$ cat src/rtl/fpga_spi_pkg.sv
// Shared constants, FSM state type and status-word packing for the SPI status
// readback transmitter.
package fpga_spi_pkg;

  localparam int SPI_WORD_BITS = 16;
  localparam int FRAME_ERR_BIT = 15;
  localparam int STICKY_LSB    = 8;
  localparam int STICKY_BITS   = 7;
  localparam int STATUS_BITS   = 8;
  localparam int CNT_W         = 5;

  typedef enum logic [1:0] {
    IDLE  = 2'd0,
    LOAD  = 2'd1,
    SHIFT = 2'd2,
    END   = 2'd3
  } tx_state_e;

  function automatic logic [SPI_WORD_BITS-1:0] build_word(
    input logic                   ferr,
    input logic [STICKY_BITS-1:0] sticky,
    input logic [STATUS_BITS-1:0] status
  );
    logic [SPI_WORD_BITS-1:0] w;
    w                             = '0;
    w[FRAME_ERR_BIT]              = ferr;
    w[STICKY_LSB +: STICKY_BITS]  = sticky;
    w[STATUS_BITS-1:0]            = status;
    return w;
  endfunction

endpackage

$ cat src/rtl/spi_sync_edge.sv
// Multi-flop synchronizer for an asynchronous SPI pin, plus a delay flop that
// yields single-cycle rise/fall strobes in the pck0 domain.
module spi_sync_edge #(
  parameter int   SYNC_STAGES = 2,
  parameter logic RST_VAL     = 1'b0
) (
  input  logic pck0,
  input  logic nrst,
  input  logic din,
  output logic level,
  output logic rise,
  output logic fall
);

  logic [SYNC_STAGES-1:0] sync_r;
  logic                   dly_r;

  // synchronizer chain and edge-detect delay flop
  always_ff @(posedge pck0 or negedge nrst) begin
    if (!nrst) begin
      sync_r <= {SYNC_STAGES{RST_VAL}};
      dly_r  <= RST_VAL;
    end else begin
      sync_r <= {sync_r[SYNC_STAGES-2:0], din};
      dly_r  <= sync_r[SYNC_STAGES-1];
    end
  end

  assign level = sync_r[SYNC_STAGES-1];
  assign rise  = level & ~dly_r;
  assign fall  = ~level & dly_r;

endmodule

$ cat src/rtl/spi_status_tx.sv
// SPI status readback transmitter: snapshots sticky event flags, framing error
// and a live status byte at frame start and shifts them out on miso.
module spi_status_tx
  import fpga_spi_pkg::*;
#(
  parameter int SYNC_STAGES = 2,
  parameter int WORD_BITS   = SPI_WORD_BITS
) (
  input  logic                   pck0,
  input  logic                   nrst,
  input  logic                   spck,
  input  logic                   ncs,
  output logic                   miso,
  input  logic [STATUS_BITS-1:0] status_in,
  input  logic [STICKY_BITS-1:0] event_in,
  output logic                   tx_busy,
  output logic                   frame_done
);

  localparam logic [CNT_W-1:0] CNT_FULL = CNT_W'(WORD_BITS);
  localparam logic [CNT_W-1:0] CNT_SAT  = CNT_W'(WORD_BITS + 1);

  tx_state_e                state_r;
  logic [SPI_WORD_BITS-1:0] shift_r;
  logic [CNT_W-1:0]         bit_cnt_r;
  logic [STICKY_BITS-1:0]   sticky_r;
  logic [STICKY_BITS-1:0]   snap_r;
  logic                     frame_err_r;
  logic                     armed_r;
  logic [1:0]               warm_r;

  logic                     spck_level_unused_s;
  logic                     spck_rise_s;
  logic                     spck_fall_s;
  logic                     ncs_lvl_s;
  logic                     ncs_rise_s;
  logic                     ncs_fall_s;
  logic [SPI_WORD_BITS-1:0] word_s;
  logic                     cnt_full_s;
  logic [STICKY_BITS-1:0]   clr_s;

  spi_sync_edge #(.SYNC_STAGES(SYNC_STAGES), .RST_VAL(1'b0)) u_spck_sync (
    .pck0  (pck0),
    .nrst  (nrst),
    .din   (spck),
    .level (spck_level_unused_s),
    .rise  (spck_rise_s),
    .fall  (spck_fall_s)
  );

  spi_sync_edge #(.SYNC_STAGES(SYNC_STAGES), .RST_VAL(1'b1)) u_ncs_sync (
    .pck0  (pck0),
    .nrst  (nrst),
    .din   (ncs),
    .level (ncs_lvl_s),
    .rise  (ncs_rise_s),
    .fall  (ncs_fall_s)
  );

  assign word_s     = build_word(frame_err_r, sticky_r, status_in);
  assign cnt_full_s = (bit_cnt_r == CNT_FULL);
  // only flags that were actually reported get cleared, and only on a good frame
  assign clr_s      = ((state_r == END) && cnt_full_s) ? snap_r : '0;

  // sticky event accumulation; a new event beats a simultaneous clear
  always_ff @(posedge pck0 or negedge nrst) begin
    if (!nrst) begin
      sticky_r <= '0;
    end else begin
      sticky_r <= (sticky_r & ~clr_s) | event_in;
    end
  end

  // frame FSM with shift register, bit counter and registered outputs
  always_ff @(posedge pck0 or negedge nrst) begin
    if (!nrst) begin
      state_r     <= IDLE;
      shift_r     <= '0;
      bit_cnt_r   <= '0;
      snap_r      <= '0;
      frame_err_r <= 1'b0;
      armed_r     <= 1'b0;
      warm_r      <= 2'b00;
      miso        <= 1'b0;
      tx_busy     <= 1'b0;
      frame_done  <= 1'b0;
    end else begin
      warm_r     <= {warm_r[0], 1'b1};
      frame_done <= 1'b0;
      case (state_r)
        IDLE: begin
          miso    <= 1'b0;
          tx_busy <= 1'b0;
          // arm only once the ncs chain holds a genuine post-reset high sample
          if (!armed_r) begin
            if (warm_r[1] && ncs_lvl_s) begin
              armed_r <= 1'b1;
            end
          end else if (ncs_fall_s) begin
            state_r <= LOAD;
          end
        end
        LOAD: begin
          shift_r   <= word_s;
          miso      <= word_s[SPI_WORD_BITS-1];
          snap_r    <= sticky_r;
          bit_cnt_r <= '0;
          tx_busy   <= 1'b1;
          state_r   <= SHIFT;
        end
        SHIFT: begin
          if (ncs_rise_s) begin
            state_r <= END;
          end else if (spck_rise_s) begin
            if (bit_cnt_r != CNT_SAT) begin
              bit_cnt_r <= bit_cnt_r + CNT_W'(1);
            end
          end else if (spck_fall_s) begin
            shift_r <= {shift_r[SPI_WORD_BITS-2:0], 1'b0};
            miso    <= shift_r[SPI_WORD_BITS-2];
          end
        end
        END: begin
          if (cnt_full_s) begin
            frame_done  <= 1'b1;
            frame_err_r <= 1'b0;
          end else begin
            frame_err_r <= 1'b1;
          end
          miso    <= 1'b0;
          tx_busy <= 1'b0;
          state_r <= IDLE;
        end
        default: begin
          state_r <= IDLE;
        end
      endcase
    end
  end

endmodule

$ cat config.mk
export PLATFORM = sky130hd
export DESIGN_NAME = spi_status_tx
export DESIGN_NICKNAME = d
export VERILOG_FILES = /design/src/rtl/fpga_spi_pkg.sv /design/src/rtl/spi_sync_edge.sv /design/src/rtl/spi_status_tx.sv
export SDC_FILE = /design/constraint.sdc
export NUM_CORES = 1
export LEC_CHECK = 0
export BUFFER_PORTS_ARGS = -buffer_cell sky130_fd_sc_hd__clkbuf_2
export CAP_MARGIN = 20
export CORE_MARGIN = 10
export CORE_UTILIZATION = 35
export DETAILED_ROUTE_END_ITERATION = 8
export GPL_ROUTABILITY_DRIVEN = 0
export PLACE_DENSITY = 0.54
export SLEW_MARGIN = 20
export SYNTH_ARGS = -nofsm -noshare
export SYNTH_HDL_FRONTEND = slang
export SYNTH_SLANG_ARGS = --single-unit
$ cat constraint.sdc
create_clock -name pck0 -period 2.65 [get_ports pck0]
set_clock_uncertainty 0.15 [all_clocks]
set_input_delay 0.1325 -clock pck0 [delete_from_list [all_inputs] [get_ports pck0]]
set_output_delay 0.1325 -clock pck0 [all_outputs]
set_load 0.005 [all_outputs]
# Yosys cells after proc, flatten, opt, wreduce, memory -nomap -nowiden
# Cells that the tools add are included.
[word_totals]
input_bits = 19
wordCells = 73
reg_bits = 49
output_inout_bits = 3
[op_classes]
mux = 23
reduce_logical = 10
n_eq_ne = 13
add_sub_neg = 1
bitwise_logic = 11
[op_table]
columns = ["op", "count"]
rows = [
  ["$mux 15", 3],
  ["$pmux 15 s2", 1],
  ["$ne 2x2->1 const B", 8],
  ["$mux 5", 3],
  ["$pmux 5 s2", 1],
  ["$mux 1", 8],
  ["$pmux 2 s4", 1],
  ["$reduce_and 4->1", 2],
  ["$and 7x7->7", 1],
  ["$mux 7", 1],
  ["$not 7->7", 1],
  ["$or 7x7->7", 1],
  ["$mux 2", 3],
  ["$reduce_and 3->1", 2],
  ["$add 5x1->5 const B", 1],
  ["$eq 5x5->1 const B", 1],
  ["$ne 5x5->1 const B", 1],
  ["$and 1x1->1", 4],
  ["$eq 2x2->1 const B", 2],
  ["$not 1->1", 4],
  ["$reduce_bool 2->1", 2],
  ["$pmux 1 s3", 1],
  ["$eq 2x1->1 const B", 1],
  ["$logic_and 1x1->1", 2],
  ["other kinds (3)", 3],
]

# Depth between registers and ports, before layout
# Gate-level depths: netlist of run 1.
[depth]
depth_word = 6
ltp_mapped = 7
ltp_nobuf = 5

# Cells and area by module
# A second synthesis of run 1 with hierarchy kept.
[hier_totals]
hier_cells = 159
area_unflattened_um2 = 2277.2
[modules_own_cells]
columns = ["module", "cells_per_inst", "area_each_um2", "seq_area_each_um2", "n_inst"]
rows = [
  ["spi_status_tx", 149, 2093.3, 1076.0, 1],
  ["spi_sync_edge at u_ncs_sync", 5, 93.8, 78.8, 1],
  ["spi_sync_edge at u_spck_sync", 5, 90.1, 75.1, 1],
]

# Worst setup path after synthesis of run 1
# OpenSTA, ideal clock, no wires.
[synth_path]
path_kind = "register -> register"
start = "register state_r[0]"
end = "register shift_r[14]"
required_time_ps = 2375
arrival_ps = 1591
path_stages_with_launch = 7
setup_ps = 125
path_slack_ps = 784
path_buffers = 2
synth_period_minus_slack_ps = 1866
path_cell_list = "dfrtp_1 inv_1 ha_1 buf_2 buf_2 mux2_2 mux2_2"
[synth_via]
elab_chain_len = 3
word_cells_on_any_way = 8
classes_between = "eq/ne: 5; mux: 1; reduce/logical: 2"
[synth_lines]
columns = ["element", "line", "source"]
rows = [
  ["start: declaration", "spi_status_tx.sv:23", "tx_state_e state_r;"],
  ["start signal: assignment", "spi_status_tx.sv:77", "state_r <= IDLE;"],
  ["start signal: assignment", "spi_status_tx.sv:100", "state_r <= LOAD;"],
  ["start signal: assignment", "spi_status_tx.sv:109", "state_r <= SHIFT;"],
  ["$eq 2x2->1 / $eq 2x1->1 (equally long branches)", "spi_status_tx.sv:90", "case (state_r)"],
  ["$ne 2x2->1 (no line) / $reduce_bool 2->1 (equally long branches)", "--", ""],
  ["$reduce_and 4->1 (no line)", "--", ""],
  ["end signal: assignment", "spi_status_tx.sv:104", "shift_r <= word_s;"],
  ["end signal: assignment", "spi_status_tx.sv:119", "shift_r <= {shift_r[SPI_WORD_BITS-2:0], 1'b0};"],
  ["end: declaration", "spi_status_tx.sv:24", "logic [SPI_WORD_BITS-1:0] shift_r;"],
]
# Several ways; a longest one is shown, not always the timed one.
# A chain may end at the register's enable or synchronous reset.

# Worst setup path in the final report of run 1
# Same ends and word-level chain as after synthesis.

==> flow_summary.yaml, run 1 <==
worst_setup_path:
  crit_slowest_cell: "dfrtp_1"
  start_kind: "register"
  startpoint: "state_r[0]$_DFFE_PN0P_"
  worst-endpoint-required_ns: 2.68
  r2r-start: "state_r[0]$_DFFE_PN0P_"
  crit_buf_inv: 1
  crit_chain: "inv_1 -> ha_1 -> nor2b_1 -> a41o_4 -> mux2_2"
  r2r_cells: 5
  critPathMaxStageDelay_ns: 0.38
  path_class: "register to register"
  end_kind: "register"
  path_max_fanout: 14
  timing.critical_path.arrival_ns: 2.14
  crit_cells: 5
  critPathTopFamily: "flip-flops"
route:
  vias_per_cell: 4.83
  finalWirelength_mm: 4.05
  vias: 1380
  ant_nets: 0
  drc_errors: 0
  wl_per_cell_um: 14.1
  drtIter0Drc: 53
  first_pass_iters: 4
finish:
  multi_input_area_um2: 985
  area_growth_pct: 19.3
  fillCellCount: 591
  final_util_pct: 42.8
  drive_gt1_share_pct: 37.8
  regArea_um2: 1230
  nets: 236
  antenna_cells: 0
pwr:
  peakVddDrop_uv: 342
  p_int_mw: 1.63
  p_sw_share_pct: 30.0
  combPwrFrac_pct: 35.3
  p_switching_mw: 0.698
  pwr-share-clk_pct: 23.5
  powerDensity_nw_per_um2: 857
  p_leak_nw: 1.10
  seqPwrFrac_pct: 41.2
floorplanning:
  start_util_pct: 35.9
  die_area_um2: 10100
  coreArea_um2: 6350
  ios: 22
  rows: 29
  die_h_um: 101
  die_w_um: 101
worst_hold_path:
  worstHoldPathType: "input port to register"
  min_from: "status_in[6]"
  hold_path_depth: 3
grt:
  overflow: 0
  grtUsageTotal_pct: 8.80
  antenna_found_initial: 0
  grt_pass1_wl_mm: 7.22
  grt_pass1_vias: 1505
  grt_max_degree: 39
clocking:
  clk_pin_slew_ns: 0.09
  insertion_delay_ns: 0.30
  clk_path_buf_depth: 2
  clock-sinks: 49
  cts_tree: "built"
  numCtsBuffers: 5
  postCtsResizedCells: 0
  htree_levels: 2
  cts_root_buf: "clkbuf_8"
synthesis:
  netlist_area_um2: 2280
  synth-seq-cells: 49
  ys.flop_type: "dfrtp_1"
  synth_edf_count: 0
  ys_warn_count: 0
  synth.distinct_cells: 38
  syn_nets: 198
  async_flop_share_pct: 100
  syn_avg_cell_area_um2: 13.4
  syn_inst: 170
  ys_seq_area_share_pct: 54.0
timing:
  setup_viol: 0
  slew_headroom_pct: 63.2
  fin_setup_tns_ns: 0
  hold_violations: 0
  post-route-min-period_ns: 2.11
  rsz0062_at_grt: "false"
  fin_crit_sh_pct: 79.5
  tightest_slew_ns: 0.550
  final-max-slew-violation-count: 0
  max_freq_ghz: 0.474
placed_design:
  io_buffer_count: 21
  dpl.hpwl_mm: 2.91
outcome:
  run_status: "finished clean"
flow_run:
  max_cap_violations: 0
## stage by stage
step	total power, mW	worst slack (ns)	cells	area, µm²	hold slack (ns)
finish	2.33	0.542	286	2720	0.0353
global route	2.49	0.409	286	2720	0.0372
CTS	2.37	0.543	285	2700	0.0285
detailed placement	1.80	0.545	267	2480	0.0789
global placement	1.79	0.623	267	2480	0.0719
floorplan	1.62	0.784	170	2280	-0.313
## synth_stat cells (4+ instances only)
master / instances / area share, %
a21o_1: 7 / 2.3
buf_2: 4 / 0.88
dfrtp_1: 46 / 50
ha_1: 9 / 4.9
inv_1: 8 / 1.3
mux2_2: 27 / 13
mux2_4: 10 / 6.6
mux2i_1: 4 / 1.8
nand2_1: 4 / 0.66
nand3_1: 9 / 2.0
nor2_1: 4 / 0.66
## worst reg2reg max path, stage by stage, from the launching register on
cell and delay (ns):
dfrtp_1 0.38, inv_1 0.11, ha_1 0.33, nor2b_1 0.33, a41o_4 0.32, mux2_2 0.37
## routing by layer
| layer | up-vias | track usage [%] | wire length [µm] |
|---|---|---|---|
| met3 | 5 | 2.95 | 168 |
| met5 | - | 0 | 0 |
| met2 | 22 | 14.0 | 1910 |
| li1 | 675 | - | - |
| met4 | 0 | 3.26 | 43 |
| met1 | 678 | 10.8 | 1930 |
## cell type report
| cell class | count | share of cell area [%] |
|---|---|---|
| Sequential cell | 49 | 45.2 |
| Timing Repair Buffer | 37 | 9.66 |
| Multi-Input combinational cell | 107 | 36.2 |
| Clock inverter | 1 | 1.10 |
| Inverter | 8 | 1.10 |
| Clock buffer | 7 | 3.17 |
| Tap cell | 77 | 3.54 |
## sequential cells by signal, summed over array words and instances, names as in the netlist
signal	flops
shift_r	15
u_ncs_sync.sync_r	2
frame_done	1
armed_r	1
u_spck_sync.sync_r	2
tx_busy	1
miso	1
u_ncs_sync.dly_r	1
warm_r	2
sticky_r	7
state_r	2
u_spck_sync.dly_r	1
bit_cnt_r	5
frame_err_r	1
snap_r	7
## power by group through the flow
| stage | combinational [mW] | sequential (mW) | clock (mW) |
|---|---|---|---|
| after floorplan | 0.665 | 0.955 | 0 |
| after global placement | 0.817 | 0.978 | 0 |
| after detailed placement | 0.825 | 0.975 | 0 |
| after CTS | 0.838 | 0.962 | 0.569 |
| after global routing | 0.921 | 0.980 | 0.593 |
| final | 0.823 | 0.960 | 0.547 |
## path summary, 6_finish.rpt
path / slack, ns / endpoint
setup / recovery: 0.54 / shift_r[14]$_DFFE_PN0P_
hold / removal: 0.04 / shift_r[6]$_DFFE_PN0P_
setup reg to reg: 0.54 / shift_r[14]$_DFFE_PN0P_
hold reg to reg: 0.21 / u_spck_sync.sync_r[1]$_DFF_PN0_
max in group asynchronous: 1.65 / u_spck_sync.sync_r[1]$_DFF_PN0_
min in group asynchronous: 0.11 / bit_cnt_r[2]$_DFFE_PN0P_
## repair_timing
item                      4_1_cts  5_1_grt
buffers inserted                0        0
hold endpoints to repair       42        0
hold buffers                   10        0
## cells in the final DEF (no fill, tap or decap), types with 2 or more instances in the layout
master         Yosys  routed
dfrtp_1           46      46
mux2_2            27      27
clkbuf_2           0      21
mux2_4            10      10
dlygate4sd3_1      0      10
nand3_1            9       9
ha_1               9       9
inv_1              8       8
a21o_1             7       7
clkbuf_8           0       6
buf_4              0       5
nand2_1            4       4
mux2i_1            4       4
nor2_1             4       4
a21oi_1            3       3
o21ai_0            3       3
dfstp_2            3       3
nor2b_1            2       2
nand3b_1           2       2
nor3_1             2       2
or4_1              2       2
a31o_2             2       2
## cells by family after synthesis
kind of cell | synth area share (%)
muxes | 21.7
buffers and inverters | 2.85
and+or+nand+nor | 9.06
DFF | 54.0
other | 0.164
AOI/OAI and AO/OA | 7.35
adders and majority gates | 4.94
Note: power is estimated with default switching activity, not from simulation.
==> run 2, diff against run 1 <==
Settings changed: PLACE_DENSITY 0.54 to 0.56.
Clock period 2.65 ns to 1.83 ns, I/O delays scaled along.
==> run 2 against run 1 <==
Final cell count is 4.9% higher. Clock power is 14% higher. Worst hold slack worse by 0.030 ns. Sequential power is 47% higher. Largest power group is now combinational logic.
==> flow_summary.yaml, run 2 (same netlist as run 1, synthesis figures left out) <==
clocking:
  cts_tree: "built"
  numCtsBuffers: 5
  htree_levels: 2
  clock-sinks: 49
  clk_pin_slew_ns: 0.09
  insertion_delay_ns: 0.29
  clk_path_buf_depth: 2
  cts_root_buf: "clkbuf_8"
floorplanning:
  coreArea_um2: 6350
  ios: 22
  rows: 29
  start_util_pct: 35.9
  die_w_um: 101
  die_area_um2: 10100
  die_h_um: 101
grt:
  grt_max_degree: 29
  antenna_found_initial: 0
  grtUsageTotal_pct: 9.19
  grt_pass1_vias: 1476
  grt_pass1_wl_mm: 7.54
  overflow: 0
finish:
  drive_gt1_share_pct: 42.2
  area_growth_pct: 25.2
  fillCellCount: 602
  final_common_cell: "dfrtp_1"
  regArea_um2: 1230
  final_cell_mix: "dfrtp_1 (45), mux2_2 (27), clkbuf_2 (21)"
  nets: 250
  multi_input_area_um2: 1030
  biggestRegsByFlops: "shift_r x15, snap_r x7, sticky_r x7"
  antenna_cells: 0
  largest_register_ffs: 15
  largest_register: "shift_r"
pwr:
  p_int_mw: 2.38
  pwr-share-clk_pct: 17.7
  powerDensity_nw_per_um2: 1230
  p_leak_nw: 1.15
  combPwrFrac_pct: 42.1
  p_switching_mw: 1.12
  seqPwrFrac_pct: 40.2
  fin_total_pwr_mw: 3.50
  p_sw_share_pct: 32.1
  peakVddDrop_uv: 717
timing:
  final-max-slew-violation-count: 0
  slew_headroom_pct: 61.4
  fin_crit_sh_pct: 96.2
  hold_violations: 0
  max_freq_ghz: 0.568
  tightest_slew_ns: 0.579
  fin_setup_tns_ns: 0
  post-route-min-period_ns: 1.76
  rsz0062_at_grt: "true"
  setup_viol: 0
route:
  wl_per_cell_um: 14.6
  vias: 1456
  vias_per_cell: 4.85
  first_pass_iters: 4
  drtIter0Drc: 44
  drc_errors: 0
  ant_nets: 0
  finalWirelength_mm: 4.37
worst_setup_path:
  start_kind: "register"
  path_max_fanout: 8
  rrSetupSlack_ns: 0.07
  r2r_cells: 5
  crit_chain: "inv_2 -> ha_4 -> buf_6 -> mux2_2 -> mux2_2"
  rr_endpoint: "shift_r[14]$_DFFE_PN0P_"
  worstSetupEndpoint: "shift_r[14]$_DFFE_PN0P_"
  crit_slowest_cell: "dfrtp_1"
  timing.critical_path.arrival_ns: 1.79
  path_class: "register to register"
  crit_cells: 5
  r2r-start: "state_r[0]$_DFFE_PN0P_"
  critPathMaxStageDelay_ns: 0.43
  critPathTopFamily: "multiplexers"
  startpoint: "state_r[0]$_DFFE_PN0P_"
  end_kind: "register"
  crit_buf_inv: 2
  crit_top_cell: "mux2_2"
  worst-endpoint-required_ns: 1.86
worst_hold_path:
  worstHoldPathType: "input port to register"
placed_design:
  io_buffer_count: 21
  dpl.hpwl_mm: 2.96
flow_run:
  max_cap_violations: 0
outcome:
  run_status: "finished clean"
[run 2: changes by cell type in the layout (fill, tap and decap cells not counted), sizes merged]
cell         change
a41o             +1
buf              +9
bufinv           -1
clkinvlp         +1
dlygate4sd3      +4
[run 2: layout make-up]
type / instances / share of cell area, %
clock buffer: 7 / 2.67
multi-input combinational: 108 / 36.2
clock inverter: 1 / 0.263
inverter: 8 / 1.05
timing repair buffer: 50 / 13.4
tap: 77 / 3.37
sequential: 49 / 43.1
[run 2: worst min-delay path by stage]
stage,from,cells after the start,endpoint
finish,status_in[0],4,shift_r[0]$_DFFE_PN0P_
global route,status_in[4],3,shift_r[4]$_DFFE_PN0P_
CTS,status_in[4],3,shift_r[4]$_DFFE_PN0P_
detailed placement,nrst,1,tx_busy$_DFFE_PN0P_
global placement,nrst,1,tx_busy$_DFFE_PN0P_
floorplan,nrst,0,armed_r$_DFFE_PN0N_
[run 2: per-layer routing]
metal / wire length, µm / global-route usage, % / vias up
met5: 0 / 0 / -
met4: 40 / 3.26 / 0
met3: 130 / 2.19 / 2
met2: 2040 / 13.8 / 20
met1: 2160 / 12.5 / 725
li1: - / - / 709
[run 2: worst min-delay path: cells and delay by family]
kind	cells	cell delay [ns]
AO/OA/AOI/OAI	1	0.10
buffers and inverters	1	0.09
AND/OR/NAND/NOR	1	0.08
multiplexers	1	0.06
[run 2: power by group through the flow]
stage                     clock network [mW]  registers [mW]  logic (mW)
after global routing                   0.702            1.44        1.63
after floorplan                            0            1.38       0.975
after detailed placement                   0            1.42        1.32
final                                  0.621            1.41        1.47
after global placement                     0            1.41        1.30
after CTS                              0.646            1.40        1.46
[run 2: repair_timing]
action / CTS / global route
gates resized for setup: 6 / 4
pin swaps: 0 / 1
buffers inserted: 0 / 1
hold endpoints to repair: 31 / 0
hold buffers: 14 / 0
setup endpoints to repair: 14 / 16
cloned: 1 / 0
[run 2: metrics by stage]
| step | hold WS (ns) | util (%) | instance area (µm²) | instances | setup WS (ns) |
|---|---|---|---|---|---|
| 3_3_place_gp | -0.0280 | 40.4 | 2570 | 276 | 0.00700 |
| 2_1_floorplan | -0.354 | - | 2280 | 170 | 0.0176 |
| 4_1_cts | 0.00150 | 44.7 | 2840 | 299 | 0.0125 |
| 3_5_place_dp | -0.0258 | 40.4 | 2570 | 276 | -0.0330 |
| 6_report | 0.00547 | 45.0 | 2860 | 300 | 0.0692 |
| 5_1_grt | 0.0182 | 45.0 | 2860 | 300 | -0.00641 |
==> run 3, diff against run 2 <==
Settings changed: RECOVER_POWER set to 50.
==> run 3 against run 2 <==
Sequential power hardly changed. Power is 0.19% lower. Register-to-register slack hardly changed. Sequential share of layout area is 0.29 points higher. Core utilization is 0.30 points lower. First-iteration DRC count is 2.3% lower. Die area stayed put. Clock power hardly changed. Final cell count stayed put. Global-route usage stayed put. Critical path depth stayed put. Critical path type unchanged. Largest power group unchanged.
==> flow_summary.yaml, run 3 (same netlist as run 1, synthesis figures left out) <==
floorplanning:
  die_h_um: 101
  start_util_pct: 35.9
  rows: 29
  die_w_um: 101
  ios: 22
  coreArea_um2: 6350
  die_area_um2: 10100
timing:
  post-route-min-period_ns: 1.76
  slew_headroom_pct: 54.7
  setup_viol: 0
  hold_violations: 0
  rsz0062_at_grt: "true"
  fin_crit_sh_pct: 96.2
  max_freq_ghz: 0.568
  final-max-slew-violation-count: 0
  tightest_slew_ns: 0.680
  fin_setup_tns_ns: 0
  timing.final.ws_setup_ns: 0.0692
grt:
  antenna_found_initial: 0
  overflow: 0
  grt_max_degree: 29
  grt_pass1_vias: 1476
  grt_pass1_wl_mm: 7.54
  grtUsageTotal_pct: 9.19
finish:
  antenna_cells: 0
  drive_gt1_share_pct: 40.4
  final_cell_mix: "dfrtp_1 (45), mux2_2 (27), clkbuf_2 (19)"
  biggestRegsByFlops: "shift_r x15, snap_r x7, sticky_r x7"
  final_util_pct: 44.7
  area_growth_pct: 24.4
  nets: 250
  final_common_cell: "dfrtp_1"
  largest_register_ffs: 15
  fillCellCount: 602
  finalNonFillerCells: 300
  largest_register: "shift_r"
worst_setup_path:
  path_max_fanout: 8
  end_kind: "register"
  r2r-start: "state_r[0]$_DFFE_PN0P_"
  rr_endpoint: "shift_r[14]$_DFFE_PN0P_"
  worst-endpoint-required_ns: 1.86
  timing.critical_path.arrival_ns: 1.79
  start_kind: "register"
  rrSetupSlack_ns: 0.07
  r2r_cells: 5
  path_class: "register to register"
placed_design:
  pre_cts_slack_ns: -0.0330
  dpl.hpwl_mm: 2.96
  dp_cells: 276
  io_buffer_count: 21
route:
  drc_errors: 0
  ant_nets: 0
  first_pass_iters: 4
  finalWirelength_mm: 4.39
  vias: 1461
  wl_per_cell_um: 14.6
  drtIter0Drc: 43
  vias_per_cell: 4.87
pwr:
  powerDensity_nw_per_um2: 1230
  peakVddDrop_uv: 717
  fin_total_pwr_mw: 3.50
  p_leak_nw: 1.14
clocking:
  htree_levels: 2
  cts_root_buf: "clkbuf_8"
  cts_tree: "built"
  clock-sinks: 49
  clk_pin_slew_ns: 0.09
  insertion_delay_ns: 0.30
  clk_path_buf_depth: 2
  numCtsBuffers: 5
flow_run:
  max_cap_violations: 0
worst_hold_path:
  hold_path_depth: 4
  worstHoldPathType: "input port to register"
  min_from: "status_in[0]"
  holdPathEnd: "shift_r[0]$_DFFE_PN0P_"
outcome:
  run_status: "finished clean"
run 3: routing by layer:
layer | global-route usage, % | up-vias | part of all wire (%)
met2 | 13.8 | 23 | 46
met4 | 3.26 | 0 | 1.3
li1 | - | 710 | -
met3 | 2.19 | 4 | 3.2
met1 | 12.5 | 724 | 49
met5 | 0 | - | 0
run 3: repair_timing:
item / 4_1_cts / 5_1_grt
gates cloned: 1 / 0
hold buffers: 14 / 0
pin swaps: 0 / 1
buffers inserted: 0 / 1
gates resized for setup: 6 / 4
endpoints found under the setup margin: 14 / 16
endpoints found under the hold margin: 31 / 0
run 3: cell type report:
class / instances / area, µm² / area share (%)
Inverter: 8 / 30.0 / 1.06
Tap cell: 77 / 96.3 / 3.40
Multi-Input combinational cell: 108 / 1030 / 36.4
Timing Repair Buffer: 50 / 363 / 12.8
Sequential cell: 49 / 1230 / 43.4
Clock inverter: 1 / 7.51 / 0.265
Clock buffer: 7 / 76.3 / 2.69
run 3: power breakdown:
part / switching (mW) / internal, mW
sequential: 0.132 / 1.28
clock: 0.352 / 0.271
combinational: 0.643 / 0.821
run 3: worst max path at each step:
stage                                to              startpoint
2_1_floorplan   shift_r[11]$_DFFE_PN0P_  state_r[0]$_DFFE_PN0P_
3_3_place_gp     shift_r[7]$_DFFE_PN0P_  state_r[0]$_DFFE_PN0P_
3_5_place_dp     shift_r[3]$_DFFE_PN0P_  state_r[0]$_DFFE_PN0P_
4_1_cts          shift_r[3]$_DFFE_PN0P_  state_r[1]$_DFFE_PN0P_
5_1_grt        bit_cnt_r[1]$_DFFE_PN0P_  state_r[0]$_DFFE_PN0P_
6_report        shift_r[14]$_DFFE_PN0P_  state_r[0]$_DFFE_PN0P_
run 3: critical path: stages (launching register included):
cell and delay [ns]:
dfrtp_1 0.43, inv_2 0.10, ha_4 0.22, buf_6 0.16, mux2_2 0.33, mux2_2 0.26
run 3: stage by stage:
step | hold WS [ns] | cell area (µm²)
after global routing | 0.0182 | 2840
after floorplan | -0.354 | 2280
after CTS | 0.00150 | 2840
after detailed placement | -0.0258 | 2570
after global placement | -0.0280 | 2570
final | 0.00379 | 2840
